`src/rtl/adder_pkg.sv`:
```
// rtl/adder_pkg.sv - shared constants and FSM state type for the nibble-serial adder
package adder_pkg;

    localparam int NIBBLE_W = 4;

    typedef enum logic [1:0] {
        IDLE = 2'd0,
        RUN  = 2'd1,
        DONE = 2'd2
    } state_t;

endpackage

```
`src/rtl/nibble_adder.sv`:
```
// rtl/nibble_adder.sv - 4-bit ripple-carry adder slice
module nibble_adder
    import adder_pkg::*;
(
    input  logic [NIBBLE_W-1:0] a,
    input  logic [NIBBLE_W-1:0] b,
    input  logic                cin,
    output logic [NIBBLE_W-1:0] sum,
    output logic                cout
);

    logic [NIBBLE_W:0] carry;

    assign carry[0] = cin;

    for (genvar i = 0; i < NIBBLE_W; i++) begin : g_fa
        assign sum[i]       = a[i] ^ b[i] ^ carry[i];
        assign carry[i + 1] = (a[i] & b[i]) | (carry[i] & (a[i] ^ b[i]));
    end

    assign cout = carry[NIBBLE_W];

endmodule

```
`src/rtl/nibble_serial_add_ctrl.sv`:
```
// rtl/nibble_serial_add_ctrl.sv - sequences a WIDTH-bit add/subtract through one nibble adder, LSB first
module nibble_serial_add_ctrl
    import adder_pkg::*;
#(
    parameter int NIBBLES = 4
) (
    input  logic                      clk,
    input  logic                      rst,
    input  logic                      in_valid,
    output logic                      in_ready,
    input  logic [NIBBLE_W*NIBBLES-1:0] a,
    input  logic [NIBBLE_W*NIBBLES-1:0] b,
    input  logic                      cin,
    input  logic                      sub,
    output logic                      out_valid,
    input  logic                      out_ready,
    output logic [NIBBLE_W*NIBBLES-1:0] sum,
    output logic                      cout,
    output logic                      busy
);

    localparam int WIDTH = NIBBLE_W * NIBBLES;
    localparam int IDX_W = (NIBBLES > 1) ? $clog2(NIBBLES) : 1;

    state_t             state_q;
    state_t             state_d;
    logic [IDX_W-1:0]   idx_q;
    logic [WIDTH-1:0]   a_q;
    logic [WIDTH-1:0]   b_q;
    logic [WIDTH-1:0]   sum_q;
    logic               carry_q;

    logic [NIBBLE_W-1:0] nib_a;
    logic [NIBBLE_W-1:0] nib_b;
    logic [NIBBLE_W-1:0] nib_sum;
    logic                nib_cout;
    logic                last_nibble;

    assign last_nibble = (idx_q == IDX_W'(NIBBLES - 1));
    assign nib_a       = a_q[idx_q * NIBBLE_W +: NIBBLE_W];
    assign nib_b       = b_q[idx_q * NIBBLE_W +: NIBBLE_W];

    nibble_adder u_nibble_adder (
        .a    (nib_a),
        .b    (nib_b),
        .cin  (carry_q),
        .sum  (nib_sum),
        .cout (nib_cout)
    );

    always_ff @(posedge clk) begin
        if (rst) begin
            state_q <= IDLE;
        end else begin
            state_q <= state_d;
        end
    end

    always_comb begin
        state_d = state_q;
        case (state_q)
            IDLE: begin
                if (in_valid) begin
                    state_d = RUN;
                end
            end
            RUN: begin
                if (last_nibble) begin
                    state_d = DONE;
                end
            end
            DONE: begin
                if (out_ready) begin
                    state_d = IDLE;
                end
            end
            default: begin
                state_d = IDLE;
            end
        endcase
    end

    // B is inverted at acceptance so subtract is just A + ~B with carry-in forced to 1.
    always_ff @(posedge clk) begin
        if (rst) begin
            idx_q   <= '0;
            a_q     <= '0;
            b_q     <= '0;
            sum_q   <= '0;
            carry_q <= 1'b0;
        end else begin
            case (state_q)
                IDLE: begin
                    if (in_valid) begin
                        a_q     <= a;
                        b_q     <= b ^ {WIDTH{sub}};
                        carry_q <= sub ? 1'b1 : cin;
                        idx_q   <= '0;
                        sum_q   <= '0;
                    end
                end
                RUN: begin
                    sum_q[idx_q * NIBBLE_W +: NIBBLE_W] <= nib_sum;
                    carry_q                             <= nib_cout;
                    idx_q                               <= idx_q + 1'b1;
                end
                default: begin
                end
            endcase
        end
    end

    assign in_ready  = (state_q == IDLE);
    assign out_valid = (state_q == DONE);
    assign busy      = (state_q != IDLE);
    assign sum       = sum_q;
    assign cout      = (state_q == DONE) & carry_q;

endmodule

```
`config.mk`:
```
export PLATFORM = sky130hd
export DESIGN_NAME = nibble_serial_add_ctrl
export DESIGN_NICKNAME = d
export VERILOG_FILES = /design/src/rtl/adder_pkg.sv /design/src/rtl/nibble_adder.sv /design/src/rtl/nibble_serial_add_ctrl.sv
export SDC_FILE = /design/constraint.sdc
export NUM_CORES = 1
export LEC_CHECK = 0
export BUFFER_PORTS_ARGS = -buffer_cell sky130_fd_sc_hd__buf_2
export CAP_MARGIN = 20
export CORE_ASPECT_RATIO = 1.2
export CORE_UTILIZATION = 53
export DETAILED_ROUTE_END_ITERATION = 16
export HOLD_SLACK_MARGIN = 0.05
export PLACE_DENSITY = 0.83
export RECOVER_POWER = 25
export SLEW_MARGIN = 40
export SYNTH_ARGS = -nofsm -noshare
export SYNTH_HDL_FRONTEND = slang
export SYNTH_HIERARCHICAL = 1
export SYNTH_SLANG_ARGS = --single-unit
export TNS_END_PERCENT = 5
```
`constraint.sdc`:
```
create_clock -name clk -period 4.6 [get_ports clk]
set_input_delay 0.92 -clock clk [delete_from_list [all_inputs] [get_ports clk]]
set_output_delay 0.92 -clock clk [all_outputs]
set_load 0.01 [all_outputs]
```
==> results.md, run 1 <==
* Cts hold-fix bufs at 0
* H-tree levels at 2
* Post-synth EDFFs at 0
* Most frequent CP cell: inv_1
* CP arrival at 3.61 ns
* Worst hold stages at 2
* Via density at 5.39
* Maximum VDD drop at 0.000176 V
* Pint at 0.731 mW
* Layout cells sized above 1 at 23.4%
* Clock net sink count at 53
* CTS tree: built
* Synthesized instance count at 259
* Post-synthesis register bit count at 53
* Slew Viols, Final at 47
* P_leak at 1.18 nW
* Vias in the first global route at 1832
* Die Wd at 65.2 microns
* Clk pwr share at 33.3%
* Nets at 355
* # resized after CTS at 0
* Worst Hold Path EP: a_q[1]$_SDFFE_PP0P_
* R2R Path Start: idx_q[0]$_SDFFE_PP0P_
* Number of antenna cells inserted at 0
* Post-synthesis sequential area ratio at 41.8%
* CTS Buffer Depth at 2
* Kind of critical path: register to register
* Dpl cell area at 2820 sq um
* Sequential share of power at 51.6%
* Area growth, synth to finish at 15.7%
* Top FF cell, synth: dfxtp_1
* Detail Route Antenna Nets at 0
* Gr usage total at 21.8%
* Largest stage delay on the critical path at 0.62 ns
* Die H at 77.8 microns
* Final instance area at 2940 sq um
* Max-Cap Viols at 1
* Syn_area_per_cell at 9.80 sq um
* Post-Synthesis Cell Area at 2540 sq um
* RSZ-0062 raised after global routing: false
* Total gr overflow at 0
* Drt pass-1 iters at 4
* Worst path depth at 12
* Fill count at 402
* Violated checks: capacitance limit, slew limit
* Largest net degree at the start of global routing at 47
* Port Buf Inserts at 57
* Final Hold Vio Count at 0
* Clock buffer count from CTS at 5
* Syn nets at 307
* Worst reg-to-reg setup slack at 1.22 ns
* Gpl congestion at 0.834
* Initial DRC Count at 86
* DR WL/cell at 13.8 microns
* R2R Path End: sum[11]$_SDFFE_PP0P_
* DRC at 0
* Clk_lat worst skew at 0.30 ns
* Crit path cell chain: mux4_2 -> fa_1 -> inv_1 -> fa_1 -> inv_1 -> fa_1 -> inv_1 -> fa_1 -> inv_1 -> nor2b_1 -> inv_1 -> o2bb2ai_1
* Worst slew pin tran at 1.94 ns
* Antenna violations before repair at 0
* Synth warnings at 6
* Max Fanout on Critical Path at 17
* Clock-pin slew on the worst setup and hold paths at 0.09 ns
* DRT Wirelength at 5.03 mm
* Max Fclk at 296 MHz
* Async S/R FF share, synth at 0%
* Crit path max-delay family: adder cells
* Core Util, Final at 63.9%
* First-pass GRT wire length at 8.51 mm
* Cell Rows at 27
* Initial core utilization at 55.2%
* Core area at 4590 sq um
* HP Start: a_q[1]$_SDFFE_PP0P_
* Detailed placement HPWL at 3.61 mm
* Setup-failing EPs final at 0
* Relative slew slack at -29.5%
* Final Skew at 0.0112 ns
* Number of distinct library cells after synthesis at 36
* Setup TNS at 0 ns
* I/O pin cnt at 58
* Slowest cell on crit path: dfxtp_2
* CP startpoint kind: register
* Worst hold path class: register to register
* Final period utilization at 73.5%
* Post-CTS Setup Inserts at 0
* Final min period at 3.38 ns
* Status: finished with violations
* Worst reg2reg path depth at 12
* Buffers plus inverters on the worst setup path at 5
* Via count at 1971
* Die area at 5070 sq um
* Nature of the critical path endpoint: register
* Worst path required time at 4.83 ns
* Root buf cell: clkbuf_8
* Pwr Density at 332 nW/um^2
* Comb pwr share at 15.1%
* Net Sw Frac at 25.1%
* Switching Power at 0.245 mW
-- layer usage --
layer  GRT usage, %  share of wire, %
met5              0                 0
met2           37.4                50
met4           8.04               1.6
met1           26.7                44
met3           3.97               4.1
-- logic make-up (layout without fill, tap and decap cells) --
| group | Yosys count | after routing | synth area share [%] |
|---|---|---|---|
| compound gates | 60 | 60 | 16.9 |
| xor+xnor | 16 | 16 | 5.52 |
| fa+ha+maj | 10 | 10 | 6.11 |
| buf+inv | 37 | 86 | 6.31 |
| flops | 53 | 53 | 41.8 |
| mux | 12 | 12 | 8.88 |
| simple gates | 71 | 71 | 14.4 |
-- metrics by stage --
stage / cells / total power [mW] / hold WS (ns) / setup WS [ns]
6_report: 366 / 0.976 / 0.461 / 1.22
5_1_grt: 366 / 1.02 / 0.480 / 0.962
4_1_cts: 365 / 0.982 / 0.462 / 0.911
3_5_place_dp: 357 / 0.660 / 0.449 / 0.942
3_3_place_gp: 357 / 0.655 / 0.442 / 1.07
2_1_floorplan: 259 / 0.618 / 0.433 / 1.35
-- power groups by stage --
stage | Combinational [mW] | Sequential (mW) | Clock [mW]
after global routing | 0.166 | 0.507 | 0.348
after global placement | 0.142 | 0.513 | 0
after CTS | 0.148 | 0.504 | 0.331
after floorplan | 0.114 | 0.504 | 0
after detailed placement | 0.146 | 0.514 | 0
final | 0.148 | 0.504 | 0.325
-- Yosys cell counts (all sizes together), types with 2 or more instances --
cell type   n  share of area (%)
xnor2      16                5.5
nand2b      2               0.49
o2bb2ai     3                1.0
mux4        8                7.1
mux2        4                1.8
nand2      34                5.0
a211oi     17                5.0
nor2b       5                1.2
dfxtp      53                 42
a22o       12                4.1
buf        12                2.6
ha          6                3.0
a21oi      23                4.8
nor3b       2               0.79
fa          4                3.2
clkbuf      7                1.0
inv        18                2.7
nor4b       2                1.2
nand3b      2                1.1
nor2       17                2.5
-- sequential cells by signal (all words and copies together), names as in the netlist --
signal,count
sum,16
state_q,2
a_q,16
b_q,16
carry_q,1
idx_q,2
-- cells in the final DEF, fill, tap and decap left out, types with 2 or more instances in the layout --
| cell type | instances |
|---|---|
| o2bb2ai_1 | 3 |
| buf_2 | 44 |
| ha_1 | 6 |
| buf_4 | 2 |
| nor2_1 | 17 |
| nor4b_2 | 2 |
| mux4_2 | 8 |
| nand2b_1 | 2 |
| nand2_1 | 34 |
| mux2_1 | 4 |
| dfxtp_1 | 52 |
| a21oi_1 | 21 |
| clkbuf_8 | 6 |
| fa_1 | 4 |
| nor2b_1 | 5 |
| a211oi_1 | 17 |
| inv_1 | 18 |
| clkbuf_1 | 14 |
| a22o_1 | 12 |
| a21oi_2 | 2 |
| xnor2_1 | 16 |
-- tightest hold or removal path, stage by stage (launching register included) --
cell     delay (ns)
dfxtp_1        0.32
nand2_1        0.05
a21oi_1        0.05
-- cell type report --
type                            instances  area [sq um]  share of cell area, %
Clock inverter                          1          30.0                   1.02
Inverter                               18          67.6                   2.30
Clock buffer                            7          86.3                   2.94
Tap cell                               58          72.6                   2.47
Sequential cell                        53          1060                   36.2
Multi-Input combinational cell        169          1320                   45.0
Timing Repair Buffer                   60           295                   10.1
-- worst max-delay path by stage --
stage | start | endpoint | slack (ns)
2_1_floorplan | idx_q[0]$_SDFFE_PP0P_ | sum[11]$_SDFFE_PP0P_ | 1.35
3_5_place_dp | idx_q[0]$_SDFFE_PP0P_ | sum[11]$_SDFFE_PP0P_ | 0.94
3_3_place_gp | idx_q[0]$_SDFFE_PP0P_ | sum[11]$_SDFFE_PP0P_ | 1.07
4_1_cts | idx_q[0]$_SDFFE_PP0P_ | sum[11]$_SDFFE_PP0P_ | 0.91
6_report | idx_q[0]$_SDFFE_PP0P_ | sum[11]$_SDFFE_PP0P_ | 1.22
5_1_grt | idx_q[0]$_SDFFE_PP0P_ | sum[11]$_SDFFE_PP0P_ | 0.96
Power figures use the tool's default switching activity.
==> run 2: changes to the inputs <==
--- a/config.mk
+++ b/config.mk
@@ -8,10 +8,10 @@
 export BUFFER_PORTS_ARGS = -buffer_cell sky130_fd_sc_hd__buf_2
 export CAP_MARGIN = 20
 export CORE_ASPECT_RATIO = 1.2
-export CORE_UTILIZATION = 53
+export CORE_UTILIZATION = 48
 export DETAILED_ROUTE_END_ITERATION = 16
 export HOLD_SLACK_MARGIN = 0.05
-export PLACE_DENSITY = 0.83
+export PLACE_DENSITY = 0.79
 export RECOVER_POWER = 25
 export SLEW_MARGIN = 40
 export SYNTH_ARGS = -nofsm -noshare
==> constraint.sdc (replaced) <==
create_clock -name clk -period 2.98 [get_ports clk]
set_input_delay 0.596 -clock clk [delete_from_list [all_inputs] [get_ports clk]]
set_output_delay 0.596 -clock clk [all_outputs]
set_load 0.01 [all_outputs]
==> run 2 against run 1 <==
Net effect: the flow now finishes without violations; via count is 0.91% lower; first-iteration DRC count increased by 5.8%; count of clock-buffer cells in the layout is 1 lower; non-clock buffer count rose by 4; global-route usage fell by 1.3 points; final area rose by 2.0%; sequential cell count is the same; worst setup slack got worse by 1.1 ns; total power grew 59%; sequential power rose by 53%; clock skew decreased by 0.0052 ns; routed wire length grew 2.9%; critical endpoint unchanged; largest power group unchanged.
==> results.md, run 2 (synthesis results as in run 1) <==
* Status: complete, no violations
* Slew Viols, Final at 0
* Final Hold Vio Count at 0
* Layout cells sized above 1 at 25.6%
* CTS Buffer Depth at 2
* Cts hold-fix bufs at 0
* Initial core utilization at 50.6%
* RSZ-0062 raised after global routing: false
* Setup TNS at 0 ns
* Worst path required time at 3.23 ns
* Die Wd at 68.4 microns
* Via count at 1953
* Max Fclk at 349 MHz
* Crit path cell chain: mux4_2 -> fa_2 -> inv_2 -> fa_1 -> inv_1 -> fa_2 -> inv_2 -> fa_1 -> inv_1 -> nor2b_4 -> inv_1 -> o2bb2ai_1
* Most frequent CP cell: inv_1
* Clock net sink count at 53
* Via density at 5.25
* Clock-pin slew on the worst setup and hold paths at 0.10 ns
* Final min period at 2.86 ns
* CP arrival at 3.11 ns
* Most frequent cells in the layout: dfxtp_1, buf_2, nand2_1
* Kind of critical path: register to register
* Relative slew slack at 54.6%
* P_leak at 1.20 nW
* Initial DRC Count at 91
* Detailed placement HPWL at 3.78 mm
* Detail Route Antenna Nets at 0
* Worst slew pin tran at 0.679 ns
* Area growth, synth to finish at 18.0%
* Worst reg-to-reg setup slack at 0.12 ns
* Vias in the first global route at 1859
* DRC at 0
* Clock buffer count from CTS at 5
* First-pass GRT wire length at 8.49 mm
* Cell Rows at 28
* CP startpoint kind: register
* Gr usage total at 20.5%
* Core Util, Final at 59.8%
* Gpl congestion at 0.821
* Total gr overflow at 0
* Maximum VDD drop at 0.000301 V
* Drt pass-1 iters at 6
* Largest stage delay on the critical path at 0.53 ns
* Worst hold path class: register to register
* Die area at 5580 sq um
* Antenna violations before repair at 0
* Power, Total at 1.55 mW
* Final period utilization at 96.0%
* Port Buf Inserts at 57
* Pwr Density at 518 nW/um^2
* Max-Cap Viols at 0
* Clk_lat worst skew at 0.31 ns
* Largest net degree at the start of global routing at 49
* Placed cell count at 362
* Layout Cells excl Fill at 372
* Root buf cell: clkbuf_8
* Commonest non-fill, non-tap cell in the layout: dfxtp_1
* I/O pin cnt at 58
* Die H at 81.6 microns
* DR WL/cell at 13.9 microns
* Worst setup margin at 0.119 ns
* Slowest cell on crit path: mux4_2
* Setup-failing EPs final at 0
* Multi-input logic area at 1340 sq um
* Nature of the critical path endpoint: register
* Final Skew at 0.00605 ns
* Max Fanout on Critical Path at 4
* Post-Place Setup Slack at -0.00595 ns
* Nets at 359
* H-tree levels at 2
* Fill count at 440
* Number of antenna cells inserted at 0
* CTS tree: built
* DRT Wirelength at 5.18 mm
* Core area at 5010 sq um
* Reg area at 1060 sq um
run 2: cell types whose count changed in the layout (fill, tap and decap cells not counted), sizes merged:
cell    delta
clkbuf     +1
buf        +2
clkinv     +1
run 2: power breakdown:
group          leakage, nW  total (mW)  switching [mW]  internal (mW)
combinational        0.695       0.244           0.128          0.117
sequential           0.435       0.771          0.0256          0.746
clock               0.0663       0.535           0.236          0.300
run 2: final timing paths:
path	start	endpoint	cells past startpoint
setup reg to reg	idx_q[0]$_SDFFE_PP0P_	sum[11]$_SDFFE_PP0P_	12
hold reg to reg	a_q[4]$_SDFFE_PP0P_	a_q[4]$_SDFFE_PP0P_	2
setup / recovery	idx_q[0]$_SDFFE_PP0P_	sum[11]$_SDFFE_PP0P_	12
hold / removal	a_q[4]$_SDFFE_PP0P_	a_q[4]$_SDFFE_PP0P_	2
run 2: repair_timing:
action	CTS	global route
setup endpoints to repair	4	4
buffers inserted	2	0
resized for setup	1	5
pin swaps	0	3
run 2: layout make-up:
class	count	area share, %
clock buffer	6	3.13
clock inverter	2	1.17
inverter	18	2.26
multi-input combinational	169	44.6
sequential	53	35.6
tap	60	2.51
timing repair buffer	64	10.8
run 2: worst max-delay path, delay by kind of cell (launching register included):
family | cells | cell delay, ns
DFF | 1 | 0.38
and+or+nand+nor | 1 | 0.18
buffers and inverters | 5 | 0.31
muxes | 1 | 0.53
AOI/OAI and AO/OA | 1 | 0.10
adders and majority gates | 4 | 1.31
run 2: per-stage QoR:
stage	hold slack, ns	instance area, sq um
floorplan	0.433	2550
global placement	0.441	2860
detailed placement	0.447	2860
CTS	0.460	3000
global route	0.485	2990
finish	0.461	2990
run 2: metal layers:
layer / routed length, microns / up-vias / global-route usage, %
met5: 0 / - / 0
met4: 91 / 0 / 8.13
met2: 2610 / 56 / 35.8
met3: 234 / 8 / 4.31
met1: 2240 / 900 / 24.0
li1: - / 989 / -
==> run 3: changes to the inputs <==
--- a/config.mk
+++ b/config.mk
@@ -11,7 +11,7 @@
 export CORE_UTILIZATION = 48
 export DETAILED_ROUTE_END_ITERATION = 16
 export HOLD_SLACK_MARGIN = 0.05
-export PLACE_DENSITY = 0.79
+export PLACE_DENSITY_LB_ADDON = 0.05
 export RECOVER_POWER = 25
 export SLEW_MARGIN = 40
 export SYNTH_ARGS = -nofsm -noshare
==> run 3 against run 2 <==
Net effect: sequential share of layout area rose by 0.10 points; first-iteration DRC count fell by 40%; clock power rose by 0.7%; non-clock buffer count fell by 1; largest cell class unchanged.
==> results.md, run 3 (synthesis results as in run 1) <==
* First-pass GRT wire length at 8.12 mm
* DR WL/cell at 13.3 microns
* Status: complete, no violations
* Final period utilization at 95.9%
* Final instance area at 2990 sq um
* Final Hold Vio Count at 0
* Worst path required time at 3.23 ns
* Clock buffer count from CTS at 5
* Vias in the first global route at 1760
* Area growth, synth to finish at 17.7%
* Sequential share of power at 49.8%
* Detailed placement HPWL at 3.60 mm
* Clk pwr share at 34.8%
* Comb pwr share at 15.4%
* Die Wd at 68.4 microns
* Max Fclk at 350 MHz
* Max Fanout on Critical Path at 4
* Antenna violations before repair at 0
* CP arrival at 3.10 ns
* Cell Rows at 28
* Net Sw Frac at 25.1%
* Drt pass-1 iters at 4
* Port Buf Inserts at 57
* Core area at 5010 sq um
* CTS Buffer Depth at 2
* Detail Route Antenna Nets at 0
* Initial DRC Count at 55
* I/O pin cnt at 58
* Largest stage delay on the critical path at 0.52 ns
* Gr busiest metal: met2
* Relative slew slack at 22.9%
* Clock net sink count at 53
* H-tree levels at 2
* Commonest non-fill, non-tap cell in the layout: dfxtp_1
* Clock-pin slew on the worst setup and hold paths at 0.09 ns
* Most frequent cells in the layout: dfxtp_1, buf_2, nand2_1
* Core Util, Final at 59.6%
* Die area at 5580 sq um
* Setup TNS at 0 ns
* Global Route met2 Usage at 33.4%
* Cts hold-fix bufs at 0
* Post-CTS Setup Inserts at 0
* Largest net degree at the start of global routing at 49
* Total gr overflow at 0
* Clk_lat worst skew at 0.31 ns
* Initial core utilization at 50.6%
* Gr usage total at 19.8%
* Crit path cell chain: mux4_2 -> fa_2 -> inv_2 -> fa_1 -> inv_1 -> fa_1 -> inv_1 -> fa_1 -> inv_1 -> nor2b_4 -> inv_1 -> o2bb2ai_2
* Number of antenna cells inserted at 0
* Layout cells sized above 1 at 24.8%
* Via density at 5.12
* Crit path max-delay family: adder cells
* Pint at 1.16 mW
* Buffers plus inverters on the worst setup path at 5
* Via count at 1899
* M1 GR Usage at 24.8%
* DRT Wirelength at 4.95 mm
* Placed cell count at 363
* Pwr Density at 518 nW/um^2
* Kind of critical path: register to register
* Nets at 358
* Nature of the critical path endpoint: register
* Maximum VDD drop at 0.000276 V
* Worst slew pin tran at 1.16 ns
* Gpl congestion at 0.796
* DRC at 0
* Final Skew at 0.00404 ns
* Final min period at 2.86 ns
* Slowest cell on crit path: mux4_2
* CTS tree: built
* Max-Cap Viols at 0
* Worst hold path class: register to register
* Met3 GRT Util at 3.75%
* Switching Power at 0.389 mW
* Layout Cells excl Fill at 371
* Die H at 81.6 microns
* Setup-failing EPs final at 0
* Dpl cell area at 2860 sq um
* Slew Viols, Final at 0
* Root buf cell: clkbuf_8
* RSZ-0062 raised after global routing: false
* Most frequent CP cell: inv_1
* P_leak at 1.19 nW
* CP startpoint kind: register
run 3: cell count changes in the layout (fill, tap and decap cells not counted):
cell | previous run | this run
buf_2 | 42 | 41
buf_6 | 1 | 0
clkbuf_1 | 15 | 16
fa_1 | 2 | 3
fa_2 | 2 | 1
inv_1 | 16 | 17
inv_2 | 2 | 1
o2bb2ai_1 | 3 | 2
o2bb2ai_2 | 0 | 1
run 3: metal layers:
layer | vias up | wire, microns
li1 | 992 | -
met1 | 860 | 2330
met2 | 41 | 2390
met3 | 6 | 150
met4 | 0 | 76
met5 | - | 0
run 3: area by class of cell:
cell class	instances	area, sq um
Multi-Input combinational cell	169	1340
Timing Repair Buffer	63	310
Clock buffer	6	93.8
Tap cell	60	75.1
Inverter	18	67.6
Fill cell	467	2020
Sequential cell	53	1060
Clock inverter	2	35.0
run 3: power by group through the flow:
stage | sequential (mW) | combinational (mW) | clock [mW]
final | 0.771 | 0.238 | 0.539
after global routing | 0.777 | 0.268 | 0.577
after CTS | 0.771 | 0.241 | 0.550
after detailed placement | 0.787 | 0.239 | 0
after global placement | 0.786 | 0.238 | 0
after floorplan | 0.778 | 0.178 | 0
run 3: what timing repair did:
item	in CTS	in global routing
pin swaps	0	2
endpoints found under the setup margin	1	4
gates resized for setup	1	3
run 3: path summary, 6_finish.rpt:
path,startpoint,to,slack [ns],cells after the start
worst max register to register,idx_q[0]$_SDFFE_PP0P_,sum[11]$_SDFFE_PP0P_,0.12,12
worst min register to register,a_q[2]$_SDFFE_PP0P_,a_q[2]$_SDFFE_PP0P_,0.46,2
worst max-delay path,idx_q[0]$_SDFFE_PP0P_,sum[11]$_SDFFE_PP0P_,0.12,12
worst min-delay path,a_q[2]$_SDFFE_PP0P_,a_q[2]$_SDFFE_PP0P_,0.46,2
run 3: worst min-delay path, delay by kind of cell, from the launching register on:
kind / cells / cell delay, ns
simple gates: 1 / 0.05
flops: 1 / 0.32
compound gates: 1 / 0.05
run 3: per-stage QoR:
step,hold slack [ns],setup WS [ns],power [mW]
finish,0.459,0.122,1.55
floorplan,0.433,0.0191,0.957
global placement,0.442,0.0653,1.02
CTS,0.460,0.0356,1.56
detailed placement,0.447,0.0230,1.03
global route,0.483,0.00631,1.62
